`src/rtl/tl_sched_cntr.sv`:
```
// tl_sched_cntr: timed two-road traffic-light scheduler with a pedestrian walk phase.
// Green time is arbitrated by the Ta/Tb sensors and bounded by the minimum and maximum green counts.
// Yellow and walk phases have fixed lengths.
// Optional feature macro: TL_ALLRED_EN. When it is defined, an all-red clearance (AR/BR) follows each yellow.
// All outputs are registered and are decoded from the next state, so they always match the current state register.
module tl_sched_cntr #(
  parameter int unsigned GREEN_MIN = 8,
  parameter int unsigned GREEN_MAX = 12,
  parameter int unsigned YELLOW_T  = 3,
  parameter int unsigned ALLRED_T  = 2,
  parameter int unsigned WALK_T    = 6,
  parameter int unsigned CNT_W     = 4
) (
  input  logic       clk,
  input  logic       reset_n,
  input  logic       Ta,
  input  logic       Tb,
  input  logic       ped_req,
  output logic [1:0] La,
  output logic [1:0] Lb,
  output logic       ped_walk,
  output logic       ped_ack,
  output logic [2:0] state
);

  localparam logic [1:0] GRN = 2'b00;
  localparam logic [1:0] YEL = 2'b01;
  localparam logic [1:0] RED = 2'b10;

  localparam logic [CNT_W-1:0] GMIN_LAST = CNT_W'(GREEN_MIN - 1);
  localparam logic [CNT_W-1:0] GMAX_LAST = CNT_W'(GREEN_MAX - 1);
  localparam logic [CNT_W-1:0] YEL_LAST  = CNT_W'(YELLOW_T - 1);
  localparam logic [CNT_W-1:0] WALK_LAST = CNT_W'(WALK_T - 1);
  localparam logic [CNT_W-1:0] CNT_SAT   = '1;

  typedef enum logic [2:0] {
    AG = 3'd0,
    AY = 3'd1,
    AR = 3'd2,
    BG = 3'd3,
    BY = 3'd4,
    BR = 3'd5,
    WK = 3'd6
  } state_t;

  state_t           cur_st;
  state_t           nxt_st;
  logic [CNT_W-1:0] cnt;
  logic [CNT_W-1:0] cnt_nxt;
  logic             ped_pend;
  logic             ped_pend_nxt;
  logic [1:0]       la_nxt;
  logic [1:0]       lb_nxt;
  logic             walk_nxt;
  logic             ack_nxt;
  logic             walk_entry;

`ifdef TL_ALLRED_EN
  localparam logic [CNT_W-1:0] AR_LAST = CNT_W'(ALLRED_T - 1);
`else
  // The clearance length has no effect when the all-red phases are removed.
  logic unused_allred;
  assign unused_allred = ^(32'(ALLRED_T));
`endif

  assign state = 3'(cur_st);

  // Next-state selection, phase counter and pedestrian latch update.
  always_comb begin
    nxt_st       = cur_st;
    cnt_nxt      = cnt;
    ped_pend_nxt = ped_pend;
    la_nxt       = RED;
    lb_nxt       = RED;
    walk_nxt     = 1'b0;
    ack_nxt      = 1'b0;
    walk_entry   = 1'b0;

    case (cur_st)
      AG: begin
        if ((cnt >= GMIN_LAST) &&
            ((!Ta && Tb) || ((cnt >= GMAX_LAST) && Tb) || (ped_pend && !Ta)))
          nxt_st = AY;
      end
      AY: begin
`ifdef TL_ALLRED_EN
        if (cnt == YEL_LAST) nxt_st = AR;
`else
        if (cnt == YEL_LAST) nxt_st = BG;
`endif
      end
`ifdef TL_ALLRED_EN
      AR: begin
        if (cnt == AR_LAST) nxt_st = BG;
      end
`endif
      // B yields whenever it has no traffic, which also covers the pedestrian exit; A is the default road.
      BG: begin
        if ((cnt >= GMIN_LAST) && (!Tb || ((cnt >= GMAX_LAST) && Ta)))
          nxt_st = BY;
      end
      BY: begin
`ifdef TL_ALLRED_EN
        if (cnt == YEL_LAST) nxt_st = BR;
`else
        if (cnt == YEL_LAST) nxt_st = ped_pend ? WK : AG;
`endif
      end
`ifdef TL_ALLRED_EN
      BR: begin
        if (cnt == AR_LAST) nxt_st = ped_pend ? WK : AG;
      end
`endif
      WK: begin
        if (cnt == WALK_LAST) nxt_st = AG;
      end
      default: nxt_st = AG;
    endcase

    if (nxt_st != cur_st)
      cnt_nxt = '0;
    else if (cnt != CNT_SAT)
      cnt_nxt = cnt + CNT_W'(1);

    walk_entry = (nxt_st == WK) && (cur_st != WK);
    if (walk_entry)
      ped_pend_nxt = 1'b0;
    else if (ped_req && (cur_st != WK))
      ped_pend_nxt = 1'b1;

    case (nxt_st)
      AG: la_nxt = GRN;
      AY: la_nxt = YEL;
      BG: lb_nxt = GRN;
      BY: lb_nxt = YEL;
      WK: walk_nxt = 1'b1;
      default: ;
    endcase
    ack_nxt = walk_entry;
  end

  // State, counter, pending request and registered light outputs.
  always_ff @(posedge clk or negedge reset_n) begin
    if (!reset_n) begin
      cur_st   <= AG;
      cnt      <= '0;
      ped_pend <= 1'b0;
      La       <= GRN;
      Lb       <= RED;
      ped_walk <= 1'b0;
      ped_ack  <= 1'b0;
    end else begin
      cur_st   <= nxt_st;
      cnt      <= cnt_nxt;
      ped_pend <= ped_pend_nxt;
      La       <= la_nxt;
      Lb       <= lb_nxt;
      ped_walk <= walk_nxt;
      ped_ack  <= ack_nxt;
    end
  end

endmodule

```
`config.mk`:
```
export PLATFORM = sky130hd
export DESIGN_NAME = tl_sched_cntr
export DESIGN_NICKNAME = d
export VERILOG_FILES = /design/src/rtl/tl_sched_cntr.sv
export SDC_FILE = /design/constraint.sdc
export NUM_CORES = 1
export LEC_CHECK = 0
export ABC_CLOCK_PERIOD_IN_PS = 3200
export BUFFER_PORTS_ARGS = -buffer_cell sky130_fd_sc_hd__buf_2
export CORE_MARGIN = 2
export CORE_UTILIZATION = 51
export DETAILED_ROUTE_END_ITERATION = 16
export GPL_TIMING_DRIVEN = 1
export PLACE_DENSITY_LB_ADDON = 0.08
export RECOVER_POWER = 25
export SLEW_MARGIN = 0
export SYNTH_ARGS = -nofsm -noshare
export SYNTH_HDL_FRONTEND = slang
export SYNTH_SLANG_ARGS = --single-unit
```
`constraint.sdc`:
```
create_clock -name clk -period 3.2 [get_ports clk]
set_input_delay 0.32 -clock clk [delete_from_list [all_inputs] [get_ports clk]]
set_output_delay 0.32 -clock clk [all_outputs]
set_load 0.005 [all_outputs]
```
==> summary.md, run 1 <==
| Metric | Value |
|---|---|
| Status | `complete, no violations` |
| Final Cycle Share | `61.0%` |
| WL/cell | `14.4 microns` |
| EDFF count, synth | `0` |
| Finished Core Util | `64.9%` |
| Synth Instances | `78` |
| Final Setup Violations | `0` |
| Worst setup margin | `1.25 ns` |
| DR iter-0 viols | `18` |
| Top-count cell post-synth | `dfrtp_1` |
| Worst hold path class | `in2reg` |
| GR Overflow Total | `0` |
| Slew headroom | `between 40% and 50%` |
| Clk root buf | `clkbuf_4` |
| MaxCap Viol Count | `0` |
| Vias/cell | `~5.8` |
| Hold Vio Cnt, Final | `0` |
| Global-route wire length before repair | `2.64 mm` |
| Via count | `637` |
| Minimum clock period | `1.95 ns` |
| Ys async rst share | `100%` |
| Die area | `0.00182 sq mm` |
| Max Fclk | `0.512 GHz` |
| Initial antenna violation count | `0` |
| Core Rows | `13` |
| Critical path data arrival time | `2.13 ns` |
| Largest net degree at the start of global routing | `15` |
| RR Startpoint | `cnt[0]` |
| Ys flop type | `dfrtp_1` |
| Final WL | `around 1.6 mm` |
| Slowest cell on crit path | `dfrtp_1` |
| Leak | `0.403 nW` |
| CTS Buf Count | `3` |
| DP Worst Slack | `1.26 ns` |
| Clock Skew | `0.00458 ns` |
| Reg clk slew, reported paths | `0.08 ns` |
| Die X | `42.7 microns` |
| Syn Area/Cell | `9.79 sq um` |
| RSZ-0062 raised after global routing | `false` |
| Crit start category | `register` |
| Final ANT Viol Nets | `0` |
| GRT Resource Usage Total | `19.4%` |
| Peak supply drop | `550 uV` |
| I/O pin count | `14` |
| Most instantiated cells after synthesis | `dfrtp_1, nand2_1, a21oi_1` |
| Number of global-route vias before repair | `~540` |
| DP HPWL | `1.16 mm` |
| H-tree lvl count | `1` |
| Critical Path Sink Type | `register` |
| Synth warn | `0` |
| Yosys top cell area share | `42.6%` |
| CP bufs+invs | `0` |
| Clock Path Buffers | `2` |
| Final Max Tran Viols | `0` |
| Sinks on Clock Net | `14` |
| Top cells by area, synth | `dfrtp_1, nand2_1, ha_1` |
| Placed cell area | `just over 800 sq um` |
| Area growth syn-to-layout | `14.8%` |
| Insertion delay to the later sink of the worst-skew pair | `0.28 ns` |
| Yosys reg bits | `14` |
| Worst-Margin Slew | `0.755 ns` |
| Fin area | `876 sq um` |
| Power Dens Cells | `765 mW/mm^2` |
| Hold_ws | `approximately 0.27 ns` |
| Syn_nets | `86` |
| Residual DRC | `0` |
| Critical path's largest stage delay | `0.44 ns` |
| Critical Path Fanout Max | `7` |
| Sequential fraction of the synthesis area | `46.1%` |
| Fill cell count | `117` |
| Crit Path Category | `reg2reg` |
| Worst-path cell chain | `ha_1, a21boi_1, or2_2, o221a_2, nor4b_1` |
| GPL Wtd Cong | `about 0.84` |
| I/O Buffers | `13` |
| Hold_sp | `ped_req` |
| Layout Nets | `103` |
| Mapped cell area | `~760 sq um` |
| Req. time, crit path | `3.38 ns` |
| Share of cells above drive strength 1 | `about 26%` |
| Netlist cell types | `33` |
| Antenna diodes | `0` |
| CP Launch Point | `cnt[0]` |
| Initial core utilization | `56.5%` |
| Crit path max-delay family | `simple AND/OR/NAND/NOR gates` |
| Drt pass-1 iters | `4` |
| Setup TNS | `0 ns` |
| CTS tree | `built` |
| Core region area | `0.00135 sq mm` |
| Largest area contributor in the netlist | `dfrtp_1` |
| Die height | `42.7 microns` |
-- power breakdown --
part	internal [mW]	switching [mW]
logic	0.117	0.137
clock network	0.0693	0.0568
registers	0.227	0.0627
total	0.413	0.257
-- logic make-up (layout without fill, tap and decap cells) --
group / after synthesis / in the layout / share of synthesized area, %
buffers and inverters: 5 / 21 / 3.61
AO/OA/AOI/OAI: 21 / 21 / 19.7
XOR/XNOR: 1 / 1 / 1.15
AND/OR/NAND/NOR: 34 / 34 / 24.6
flip-flops: 14 / 14 / 46.1
adder cells (fa/ha/maj): 3 / 3 / 4.92
-- final timing paths --
path / endpoint / slack, ns / depth (start not counted)
worst max-delay path: cnt[1] / 1.25 / 5
worst min-delay path: ped_pend / 0.27 / 3
min in group asynchronous: cnt[3] / 0.61 / 2
worst min register to register: ped_pend / 0.60 / 1
worst max register to register: cnt[1] / 1.25 / 5
max in group asynchronous: ped_walk / 2.11 / 2
-- flip-flops by register name (all words and copies together) (netlist names) --
name and flops:
state 3, Lb 2, ped_walk 1, cnt 4
ped_ack 1, La 2, ped_pend 1
-- per-stage QoR --
step                      total power [mW]  cells
final                                0.670    109
after global routing                 0.721    109
after CTS                            0.673    109
after detailed placement             0.545    104
after global placement               0.537    104
after floorplan                      0.473     78
-- cells in the final DEF (no fill, tap or decap), types with 2 or more instances in the layout --
| cell | instances |
|---|---|
| a21oi_1 | 6 |
| buf_2 | 12 |
| clkbuf_4 | 3 |
| dfrtp_1 | 13 |
| ha_1 | 3 |
| inv_1 | 3 |
| nand2_1 | 11 |
| nand3_1 | 4 |
| nor2_1 | 4 |
| nor4_1 | 3 |
| o211ai_1 | 2 |
| o21ai_0 | 5 |
| or2b_1 | 2 |
-- cell type report --
cell class / instances / area [sq um] / share of cell area [%]
timing repair buffer: 14 / 73.8 / 8.43
inverter: 3 / 11.3 / 1.29
tap: 15 / 18.8 / 2.14
multi-input combinational: 59 / 384 / 43.9
sequential: 14 / 352 / 40.1
clock buffer: 4 / 36.3 / 4.14
-- routing by layer --
layer	up-vias	track usage [%]	routed length (microns)
met5	-	0	0
met2	24	26.4	697
met3	2	3.83	91
met4	0	3.75	16
met1	294	31.6	766
li1	317	-	-
-- worst register-to-register path: cells and delay by family (launching register included) --
kind                       cells  cell delay, ns
adders and majority gates      1            0.30
DFF                            1            0.44
AOI/OAI and AO/OA              2            0.51
and+or+nand+nor                2            0.60
-- repair_timing --
action                    in CTS  in global routing
buffers inserted               0                  0
hold buffers                   1                  0
hold endpoints to repair      13                  0
gates resized for setup        0                  0
(Power assumes the default switching activity.)
==> run 2: changes to the inputs <==
- ABC_CLOCK_PERIOD_IN_PS: 3200 -> 2000
- clock period: 3.2 -> 2 ns (I/O delays scaled with it)
==> summary.md, run 2 (synthesis results as in run 1) <==
| Metric | Value |
|---|---|
| Critical path data arrival time | `2.11 ns (-0.02 ns)` |
| Die X | `42.7 microns (unchanged)` |
| Number of global-route vias before repair | `553 (+3.2%)` |
| Power Dens Cells | `1250 mW/mm^2 (+63%)` |
| Switching power | `0.446 mW (+74%)` |
| DP HPWL | `1.19 mm (+2.1%)` |
| Final Setup Violations | `0 (unchanged)` |
| Clock Path Buffers | `2 (unchanged)` |
| Clk root buf | `clkbuf_4` |
| Sinks on Clock Net | `14 (unchanged)` |
| Max reg flops | `4 (unchanged)` |
| Most frequent cells in the layout | `dfrtp_1, buf_2, nand2_1` |
| Leak | `0.413 nW (+2.7%)` |
| I/O pin count | `14 (unchanged)` |
| Fill cell count | `112 (-4.3%)` |
| Slew headroom | `48.8% (-0.84 points)` |
| Critical Path Sink Type | `register` |
| Core region area | `0.00135 sq mm (unchanged)` |
| Share of cells above drive strength 1 | `29.2% (+3.6 points)` |
| Status | `complete, no violations` |
| Final ANT Viol Nets | `0 (unchanged)` |
| CTS tree | `built` |
| Hold Path End | `ped_pend` |
| Die area | `0.00182 sq mm (unchanged)` |
| Largest net degree at the start of global routing | `15 (unchanged)` |
| Commonest non-fill, non-tap cell in the layout | `dfrtp_1` |
| I/O Buffers | `13 (unchanged)` |
| Hold Vio Cnt, Final | `0 (unchanged)` |
| Internal | `0.689 mW (+67%)` |
| Hold_sp | `ped_req` |
| GPL Wtd Cong | `0.824 (-1.7%)` |
| R2R setup slack | `0.05 ns (-1.19 ns)` |
| Insertion delay to the later sink of the worst-skew pair | `0.28 ns (about the same)` |
| WL/cell | `15.4 microns (+7.1%)` |
| DR iter-0 viols | `15 (-3)` |
| Placed cell area | `846 sq um (+1.8%)` |
| CTS Buf Count | `3 (unchanged)` |
| MaxCap Viol Count | `0 (unchanged)` |
| Max Fclk | `0.514 GHz (+0.33%)` |
| RR Startpoint | `cnt[0]` |
| Minimum clock period | `1.95 ns (-0.00637 ns)` |
| Share of power burned in registers | `40.3% (-3.0 points)` |
| Top reg by flops | `cnt` |
| Peak supply drop | `678 uV (+23%)` |
| Drt pass-1 iters | `4 (unchanged)` |
| Net Sw Frac | `39.3% (+0.98 points)` |
| Crit start category | `register` |
| H-tree lvl count | `1 (unchanged)` |
| Hold_ws | `0.151 ns (-0.121 ns)` |
| Layout Nets | `105 (+1.9%)` |
| Final WL | `1.71 mm (+9.0%)` |
| Fin area | `911 sq um (+4.0%)` |
| Clock power share | `18.2% (-0.6 points)` |
| Antenna diodes | `0 (unchanged)` |
| Hold depth | `3 (unchanged)` |
| Crit Path Category | `reg2reg` |
| Reg clk slew, reported paths | `0.09 ns (about the same)` |
| Worst Reg-to-Reg Cells | `7 (+2)` |
| Critical Path Fanout Max | `5 (-2)` |
| Core Rows | `13 (unchanged)` |
| Req. time, crit path | `2.16 ns (-1.22 ns)` |
| Via count | `655 (+2.8%)` |
| Worst-Margin Slew | `0.767 ns (+0.0126 ns)` |
| Worst hold path class | `in2reg` |
| Vias/cell | `5.90 (+0.97%)` |
| Global-route wire length before repair | `2.70 mm (+2.3%)` |
| Clock Skew | `0.00581 ns (+0.00123 ns)` |
| GR Overflow Total | `0 (unchanged)` |
| FF-to-FF End | `cnt[0]` |
| Final Max Tran Viols | `0 (unchanged)` |
| Initial antenna violation count | `0 (unchanged)` |
| Final Cycle Share | `97.3% (+36 points)` |
| Initial core utilization | `56.5% (unchanged)` |
| Post-CTS setup buffers | `0 (unchanged)` |
| Comb power frac | `41.5% (+3.6 points)` |
| GRT Resource Usage Total | `20.4% (+0.93 points)` |
| Die height | `42.7 microns (unchanged)` |
| Area growth syn-to-layout | `19.3%` |
| Residual DRC | `0 (unchanged)` |
[run 2: changes by cell type in the layout (fill, tap and decap cells not counted), sizes merged]
cell	change
buf	+2
[run 2: layout make-up]
class                   count  area, sq um  area share [%]
inverters                   3         11.3            1.24
well taps                  15         18.8            2.06
repair buffers             16         88.8            9.75
flip-flops and latches     14          352            38.6
clock buffers               4         36.3            3.98
multi-input cells          59          404            44.4
[run 2: metrics by stage]
step                      power (mW)  worst slack (ns)  TNS (ns)  utilization [%]  std cells
after detailed placement       0.886           -0.0124   -0.0124             62.7        106
after CTS                       1.11            0.0434         0             66.5        111
after global routing            1.20           -0.0360   -0.0961             67.5        111
after floorplan                0.756             0.221         0                -         78
final                           1.14            0.0549         0             67.5        111
after global placement         0.871            0.0754         0             62.7        106
[run 2: routing by layer]
| metal | vias to the layer above | share of wire, % | global-route usage (%) |
|---|---|---|---|
| met5 | - | 0 | 0 |
| met2 | 29 | 43 | 27.6 |
| met1 | 306 | 49 | 30.8 |
| met4 | 0 | 1.7 | 9.38 |
| met3 | 5 | 5.7 | 3.83 |
| li1 | 315 | - | - |
[run 2: worst max path at each step]
stage	from	to	slack (ns)	depth (start not counted)
global placement	cnt[0]	cnt[1]	0.08	5
detailed placement	cnt[0]	cnt[1]	-0.01	5
global route	cnt[0]	cnt[0]	-0.04	7
finish	cnt[0]	cnt[0]	0.05	7
CTS	cnt[0]	cnt[0]	0.04	5
floorplan	cnt[0]	cnt[1]	0.22	5
[run 2: critical path: stages (launching register included)]
cell and delay, ns:
dfrtp_1 0.46, inv_1 0.10, ha_1 0.17, or4b_4 0.50, nor2_4 0.11, nand2_2 0.07, a32oi_4 0.30, nor4_1 0.10
[run 2: repair_timing]
action,4_1_cts,5_1_grt
cloned,0,0
hold endpoints to repair,13,0
hold buffers,1,0
setup endpoints to repair,1,4
gates resized for setup,1,2
pin swaps,0,0
[run 2: power by group through the flow]
stage | clock [mW] | combinational, mW | sequential (mW)
2_1_floorplan | 0 | 0.322 | 0.434
3_3_place_gp | 0 | 0.420 | 0.450
3_5_place_dp | 0 | 0.432 | 0.454
4_1_cts | 0.210 | 0.447 | 0.450
5_1_grt | 0.223 | 0.508 | 0.471
6_report | 0.207 | 0.471 | 0.457
